**config.mk**
```make
export PLATFORM = sky130hd
export DESIGN_NAME = vote_tally_ctrl
export DESIGN_NICKNAME = d
export VERILOG_FILES = /design/src/rtl/vote_pkg.sv /design/src/rtl/tally_counter_bank.sv /design/src/rtl/vote_tally_ctrl.sv
export SDC_FILE = /design/constraint.sdc
export NUM_CORES = 1
export LEC_CHECK = 0
export CORE_ASPECT_RATIO = 0.7
export CORE_MARGIN = 1.5
export CORE_UTILIZATION = 61
export DETAILED_ROUTE_END_ITERATION = 7
export HOLD_SLACK_MARGIN = 0.1
export PLACE_DENSITY = 0.87
export SLEW_MARGIN = 20
export SYNTH_ARGS = -nofsm -noshare
export SYNTH_HDL_FRONTEND = slang
export SYNTH_SLANG_ARGS = --single-unit
```
**constraint.sdc**
```tcl
create_clock -name clk -period 4.6 [get_ports clk]
set_input_delay 0.46 -clock clk [delete_from_list [all_inputs] [get_ports clk]]
set_output_delay 0.46 -clock clk [all_outputs]
set_load 0.02 [all_outputs]
```
**src/rtl/vote_pkg.sv**
```systemverilog
// Shared types and sizing helpers for the sequential vote tally engine.
// Optional tie flag is enabled by defining VOTE_TIE_FLAG_EN.
package vote_pkg;

    typedef enum logic [1:0] {
        IDLE    = 2'd0,
        COLLECT = 2'd1,
        SCAN    = 2'd2,
        DONE    = 2'd3
    } state_e;

    function automatic int num_cand(input int n);
        return 1 << n;
    endfunction

    function automatic int num_voter(input int m);
        return 1 << m;
    endfunction

    // One extra bit so a unanimous election (2**M votes) never wraps.
    function automatic int cnt_w(input int m);
        return m + 1;
    endfunction

endpackage

```
**src/rtl/tally_counter_bank.sv**
```systemverilog
// Per-candidate vote counters with synchronous clear, single increment
// port and a read port used by the serial winner scan.
module tally_counter_bank
    import vote_pkg::*;
#(
    parameter int N = 2,
    parameter int M = 2
) (
    input  logic             clk,
    input  logic             rst,
    input  logic             clr_i,
    input  logic             inc_en_i,
    input  logic [N-1:0]     inc_idx_i,
    input  logic [N-1:0]     rd_idx_i,
    output logic [cnt_w(M)-1:0] rd_cnt_o
);

    localparam int NC = num_cand(N);
    localparam int W  = cnt_w(M);

    logic [W-1:0] cnt_q [NC];

    always_ff @(posedge clk) begin
        if (rst || clr_i) begin
            for (int i = 0; i < NC; i++) begin
                cnt_q[i] <= '0;
            end
        end else if (inc_en_i) begin
            cnt_q[inc_idx_i] <= cnt_q[inc_idx_i] + W'(1);
        end
    end

    assign rd_cnt_o = cnt_q[rd_idx_i];

endmodule

```
**src/rtl/vote_tally_ctrl.sv**
```systemverilog
// Sequential tally controller: collects 2**M votes, then scans the bank.
// Define VOTE_TIE_FLAG_EN to add the tie output.
module vote_tally_ctrl
    import vote_pkg::*;
#(
    parameter int N = 2,
    parameter int M = 2
) (
    input  logic         clk,
    input  logic         rst,
    input  logic         start,
    input  logic         vote_valid,
    input  logic [N-1:0] vote,
    output logic         vote_ready,
    output logic         busy,
    output logic         done,
    output logic [N-1:0] winner,
    output logic [M:0]   winner_count
`ifdef VOTE_TIE_FLAG_EN
    ,
    output logic         tie
`endif
);

    localparam int NC = num_cand(N);
    localparam int NV = num_voter(M);
    localparam int W  = cnt_w(M);

    state_e       state_q, state_d;
    logic [W-1:0] vcnt_q, vcnt_d;
    logic [N-1:0] idx_q, idx_d;
    logic [N-1:0] best_idx_q, best_idx_d;
    logic [W-1:0] best_cnt_q, best_cnt_d;
    logic [N-1:0] winner_q, winner_d;
    logic [W-1:0] wcnt_q, wcnt_d;
`ifdef VOTE_TIE_FLAG_EN
    logic         tie_q, tie_d;
`endif

    logic         accept;
    logic         bank_clr;
    logic         take;
    logic [W-1:0] rd_cnt;

    assign accept = vote_valid && (state_q == COLLECT);

    tally_counter_bank #(
        .N (N),
        .M (M)
    ) u_bank (
        .clk       (clk),
        .rst       (rst),
        .clr_i     (bank_clr),
        .inc_en_i  (accept),
        .inc_idx_i (vote),
        .rd_idx_i  (idx_q),
        .rd_cnt_o  (rd_cnt)
    );

    // Strict compare keeps the lowest index on ties; idx 0 always seeds.
    assign take = (idx_q == '0) || (rd_cnt > best_cnt_q);

    always_comb begin
        state_d    = state_q;
        vcnt_d     = vcnt_q;
        idx_d      = idx_q;
        best_idx_d = best_idx_q;
        best_cnt_d = best_cnt_q;
        winner_d   = winner_q;
        wcnt_d     = wcnt_q;
        bank_clr   = 1'b0;
`ifdef VOTE_TIE_FLAG_EN
        tie_d      = tie_q;
`endif
        unique case (state_q)
            IDLE, DONE: begin
                if (start) begin
                    state_d    = COLLECT;
                    bank_clr   = 1'b1;
                    vcnt_d     = '0;
                    idx_d      = '0;
                    best_idx_d = '0;
                    best_cnt_d = '0;
                end
            end
            COLLECT: begin
                if (accept) begin
                    vcnt_d = vcnt_q + W'(1);
                    if (vcnt_q == W'(NV - 1)) begin
                        state_d = SCAN;
                        idx_d   = '0;
                    end
                end
            end
            SCAN: begin
                if (take) begin
                    best_idx_d = idx_q;
                    best_cnt_d = rd_cnt;
`ifdef VOTE_TIE_FLAG_EN
                    tie_d      = 1'b0;
                end else if (rd_cnt == best_cnt_q) begin
                    tie_d      = 1'b1;
`endif
                end
                idx_d = idx_q + N'(1);
                if (idx_q == N'(NC - 1)) begin
                    state_d  = DONE;
                    winner_d = take ? idx_q : best_idx_q;
                    wcnt_d   = take ? rd_cnt : best_cnt_q;
                end
            end
            default: state_d = IDLE;
        endcase
    end

    always_ff @(posedge clk) begin
        if (rst) begin
            state_q    <= IDLE;
            vcnt_q     <= '0;
            idx_q      <= '0;
            best_idx_q <= '0;
            best_cnt_q <= '0;
            winner_q   <= '0;
            wcnt_q     <= '0;
`ifdef VOTE_TIE_FLAG_EN
            tie_q      <= 1'b0;
`endif
        end else begin
            state_q    <= state_d;
            vcnt_q     <= vcnt_d;
            idx_q      <= idx_d;
            best_idx_q <= best_idx_d;
            best_cnt_q <= best_cnt_d;
            winner_q   <= winner_d;
            wcnt_q     <= wcnt_d;
`ifdef VOTE_TIE_FLAG_EN
            tie_q      <= tie_d;
`endif
        end
    end

    assign vote_ready   = (state_q == COLLECT);
    assign busy         = (state_q == COLLECT) || (state_q == SCAN);
    assign done         = (state_q == DONE);
    assign winner       = winner_q;
    assign winner_count = wcnt_q;
`ifdef VOTE_TIE_FLAG_EN
    assign tie          = (state_q == DONE) && tie_q;
`endif

endmodule

```
# [Word-level counts from Yosys, hierarchy flattened]
# Memory sizes are Yosys's and may differ from the RTL's. A register that Yosys moved wholly into a read port is not among the register bits.
# Index checks and enable logic that the tools add are counted.
[classes] muxes=28 n_addsub=3 n_eq_ne=9 reduce_logical=15 magnitude_cmp=1
[op_table] op="2-bit two-way mux" n=11
[op_table] op="3-bit two-way mux" n=4
[op_table] op="2-bit one-hot mux with 3 select lines" n=2
[op_table] op="3-bit one-hot mux with 2 select lines" n=2
[op_table] op="1-bit two-way mux" n=8
[op_table] op="3-bit by 1-bit adder with 3-bit output (second input constant)" n=2
[op_table] op="2-bit == test (second input constant)" n=3
[op_table] op="3-bit AND reduction" n=2
[op_table] op="2-bit logical NOT" n=2
[op_table] op="2-bit by 1-bit != test with 1-bit output (second input constant)" n=2
[op_table] op="2-bit != test (second input constant)" n=2
[op_table] op="2-bit one-hot mux with 2 select lines" n=1
[op_table] op="2-bit AND reduction" n=2
[op_table] op="4-bit AND reduction" n=1
[op_table] op="2-bit nonzero test" n=2
[op_table] op="3-bit by 2-bit == test with 1-bit output (second input constant)" n=1
[op_table] op="3-bit > comparator" n=1
[op_table] op="1-bit logical OR" n=3
[op_table] op="3-bit OR reduction" n=1
[op_table] op="2-bit by 1-bit adder with 2-bit output (second input constant)" n=1
[op_table] op="2-bit by 1-bit == test with 1-bit output (second input constant)" n=1
[op_table] op="2-bit OR reduction" n=1
[op_table] op="1-bit logical AND" n=1
[word_totals] inputBits=6 out_inout_bits=8 reg_bits=17 mem_bits_rw=12 mem_count=1
[memory_table] name="u_bank.cnt_q" words=4 word_bits=3 rd=2 rd_clocked_by_memory_dff=1 wr=4 line_no="tally_counter_bank.sv:21" text="logic [W-1:0] cnt_q [NC];"

# [Longest topological paths before layout]
[depth] depth_word=8 depth_mapped=7 depth_no_buf=7

# [Cells and area by module]
# A second synthesis with hierarchy kept.
[unflattened] cells_unflattened=179 hier_area_um2=1819.2
[modules_own_cells] module="vote_tally_ctrl" instances=1 seq_area_each_um2=340.3 area_per_inst_um2=1106.1 cells_each=129
[modules_own_cells] module="tally_counter_bank" instances=1 seq_area_each_um2=360.3 area_per_inst_um2=713.2 cells_each=50

# [Worst setup path before layout]
# OpenSTA, ideal clock, no wires.
[synth_timing] path_kind="register to register" start="reg with a tool-made name" end="reg best_cnt_q[0]" required_time_ps=4540 n_path_buf=0 synth_period_minus_slack_ps=2234 arrival_time_ps=2174 setup_time_ps=60 stages_incl_launch_ff=7 setup_slack_ps=2366 path_cell_list="dfxtp_1 mux4_2 ha_1 nand3_1 o221ai_2 a2111oi_4 a22o_1"
[synth_lines] item="end signal: assignment" line_no="vote_tally_ctrl.sv:133" text="best_cnt_q <= best_cnt_d;"
[synth_lines] item="end: declaration" line_no="vote_tally_ctrl.sv:33" text="logic [W-1:0] best_cnt_q, best_cnt_d;"

==> results.toml <==
[run_status]
outcome = "finished, final reports clean"

[layout]
fill_cells = 185
syn_to_final_growth_pct = 14.7
multi_input_area_um2 = 840
final_cells = 207
diodes = 0
drive_gt1_share_pct = 12.1
final_nets = 189
ff_latch_area_um2 = 741
final_cell_area_um2 = 1900

[clock_network]
cts_resized = 0
post_cts_buffers = 0
cts_hold_buffers = 0
cts_max_path_buffers = 2
clock_latency_ns = 0.29
cts.sinks = 31
cts.htree.levels = 2
clockRootBuffer = "clkbuf_8"
cts_tree = "built"
clk_pin_slew_ns = 0.06
numCtsBuffers = 5

[worst_setup_path]
r2r-end = "best_idx_q[1]"
cp.required_ns = 4.83
path_buf_inv = 0
crit_chain = "mux4_2 > ha_1 > nand3_1 > o221ai_2 > a2111oi_4 > a22o_1"
r2r_slack_ns = 2.02
path_max_fanout = 6
crit_type = "reg -> reg"
crit_slowest_cell = "mux4_2"
worstPathArrival_ns = 2.81
r2r_cells = 6
crit_family = "compound AO/OA/AOI/OAI gates"
cp-start-kind = "flip-flop"
cpPeakStageDelay_ns = 0.57
end_kind = "flip-flop"

[yosys]
avgSynthCellArea_um2 = 10.6
synth-edff-count = 12
synthArstFlopShare_pct = 0
ys_seq_area_share_pct = 44.7
synth_fp_nets = 173
synth_top_area_share_pct = 23.0
synth_area_leaders = "dfxtp_1, edfxtp_1, ha_1"
ys_warn_count = 0
synth_ff_type = "dfxtp_1"
yosysUniqueCellTypes = 40
synth_common_cells = "nor2_1, dfxtp_1, inv_1"
synthCells = 156
ys_seq_elements = 31
synthesis.area_um2 = 1660
synth.largest_area_cell = "dfxtp_1"
yosysMostFrequentCell = "nor2_1"

[placement]
dp_hpwl_um = 2560
numPortBuffers = 13
dp.cells = 199
place.gp.congestion = 0.873
pre_cts_slack_ns = 1.96
placed_cell_area_um2 = 1810

[detailed_routing]
drtPass1Iterations = 4
vias_per_cell = 6.14
routed_wl_um = 3410
drt-initial-drc-count = 94
route.detailed.drc = 0
wl_per_cell_um = 16.4
ant_nets = 0
vias = 1272

[pwr]
p_switching_w = 0.000380
p_int_w = 0.000608
power_density_nw_per_um2 = 520
leakagePower_nw = 0.694
power_frac_comb_pct = 40.3
p_seq_share_pct = 37.1
netSwitchingFraction_pct = 38.5
clkPwrFrac_pct = 22.6
ir_drop_v = 0.000301

[global_routing]
antenna_found_initial = 0
grt_pass1_wl_um = 5590
grt-ovfl-total = 0
grt_pass1_vias = 1214
gr-usage-all-layers_pct = 25.6
grt_max_degree = 17

[sta]
worstMarginPinSlew_ns = 0.711
clock.fmax_mhz = 387
slew_headroom_pct = 52.5
layout_setup_ws_ns = 2.02
clock_skew_ns = 0.00964
hold_viol_final = 0
whs_ns = 0.456
setup-violations-final = 0
fin_crit_sh_pct = 56.2
rsz0062_at_grt = "no"
fin_tns_setup_ns = 0
fin_crit_ns = 2.58
slew_viol_final = 0

[die]
fp-row-count = 15
coreArea_um2 = 2510
die_w_um = 65.3
die_y_um = 46.6
dieArea_um2 = 3040
ios = 14
start_util_pct = 65.9

[worst_hold_path]
holdPathStages = 2
hold_path.class = "reg -> reg"
hold_path.startpoint = "vcnt_q[2]"
hold_end = "vcnt_q[2]"

[job]
drv_cap = 0
[cell type report]
class	instances	area share, %
clock buffer	7	4.54
clock inverter	1	0.263
sequential	31	39.0
timing repair buffer	13	6.85
inverter	15	2.96
multi-input combinational	106	44.2
tap	34	2.24
[registers in the layout (all words and copies together), names as in the netlist, named ones only]
name	cells
best_cnt_q	3
idx_q	2
winner_count	3
winner	2
state_q	2
vcnt_q	3
u_bank.cnt_q	12
best_idx_q	2
[layer usage]
| metal | part of all wire (%) | routed length (µm) | up-vias | GRT usage (%) |
|---|---|---|---|---|
| met2 | 49 | 1660 | 37 | 47.6 |
| met5 | 0 | 0 | - | 0 |
| met1 | 45 | 1530 | 621 | 29.9 |
| met4 | 1.2 | 40 | 0 | 8.75 |
| met3 | 5.2 | 178 | 7 | 5.87 |
| li1 | - | - | 607 | - |
[metrics by stage]
stage / total power (W) / utilization (%)
floorplan: 0.000652 / -
global placement: 0.000738 / 71.9
detailed placement: 0.000762 / 71.9
CTS: 0.000982 / 75.6
global route: 0.00104 / 75.6
finish: 0.000987 / 75.6
[kinds of logic after synthesis]
kind of cell,count (synthesis),synth area share (%)
buffers and inverters,19,4.61
AOI/OAI and AO/OA,34,17.2
adders and majority gates,11,8.31
muxes,7,8.76
xor gates and xnor gates,1,0.529
DFF,31,44.7
and+or+nand+nor,53,15.9
[power by group through the flow]
stage / sequential, W / clock, W / combinational, W
2_1_floorplan: 0.000359 / 0 / 0.000293
3_3_place_gp: 0.000369 / 0 / 0.000369
3_5_place_dp: 0.000372 / 0 / 0.000390
4_1_cts: 0.000366 / 0.000221 / 0.000395
5_1_grt: 0.000371 / 0.000231 / 0.000435
6_report: 0.000367 / 0.000223 / 0.000398
[worst max path at each step]
stage          slack, ns                  to       from  cells after the start
6_report            2.02       best_idx_q[1]  flip-flop                      6
5_1_grt             1.88       best_idx_q[1]  flip-flop                      6
4_1_cts             2.03       best_idx_q[1]  flip-flop                      6
3_5_place_dp        1.96  u_bank.cnt_q[1][2]        rst                      5
3_3_place_gp        2.02  u_bank.cnt_q[1][0]        rst                      5
2_1_floorplan       2.37       best_cnt_q[0]  flip-flop                      6
[worst register-to-register path, cell delays in order, from the launching register on]
cell	delay, ns
dfxtp_1	0.42
mux4_2	0.57
ha_1	0.36
nand3_1	0.20
o221ai_2	0.22
a2111oi_4	0.57
a22o_1	0.20
[cells in the final DEF, fill, tap and decap left out, types with 2 or more instances in the layout]
cell / n
dfxtp_1: 19
nand3_1: 7
clkdlybuf4s50_1: 13
nor2_1: 23
a21oi_1: 4
ha_1: 11
o21ai_0: 8
a211oi_1: 2
or3b_1: 2
nor4_1: 2
clkbuf_8: 6
edfxtp_1: 12
inv_1: 15
a22o_1: 5
a311oi_1: 5
nand2_1: 8
mux4_2: 6
nor3b_1: 2
No activity file was read; power rests on OpenSTA's default activity.
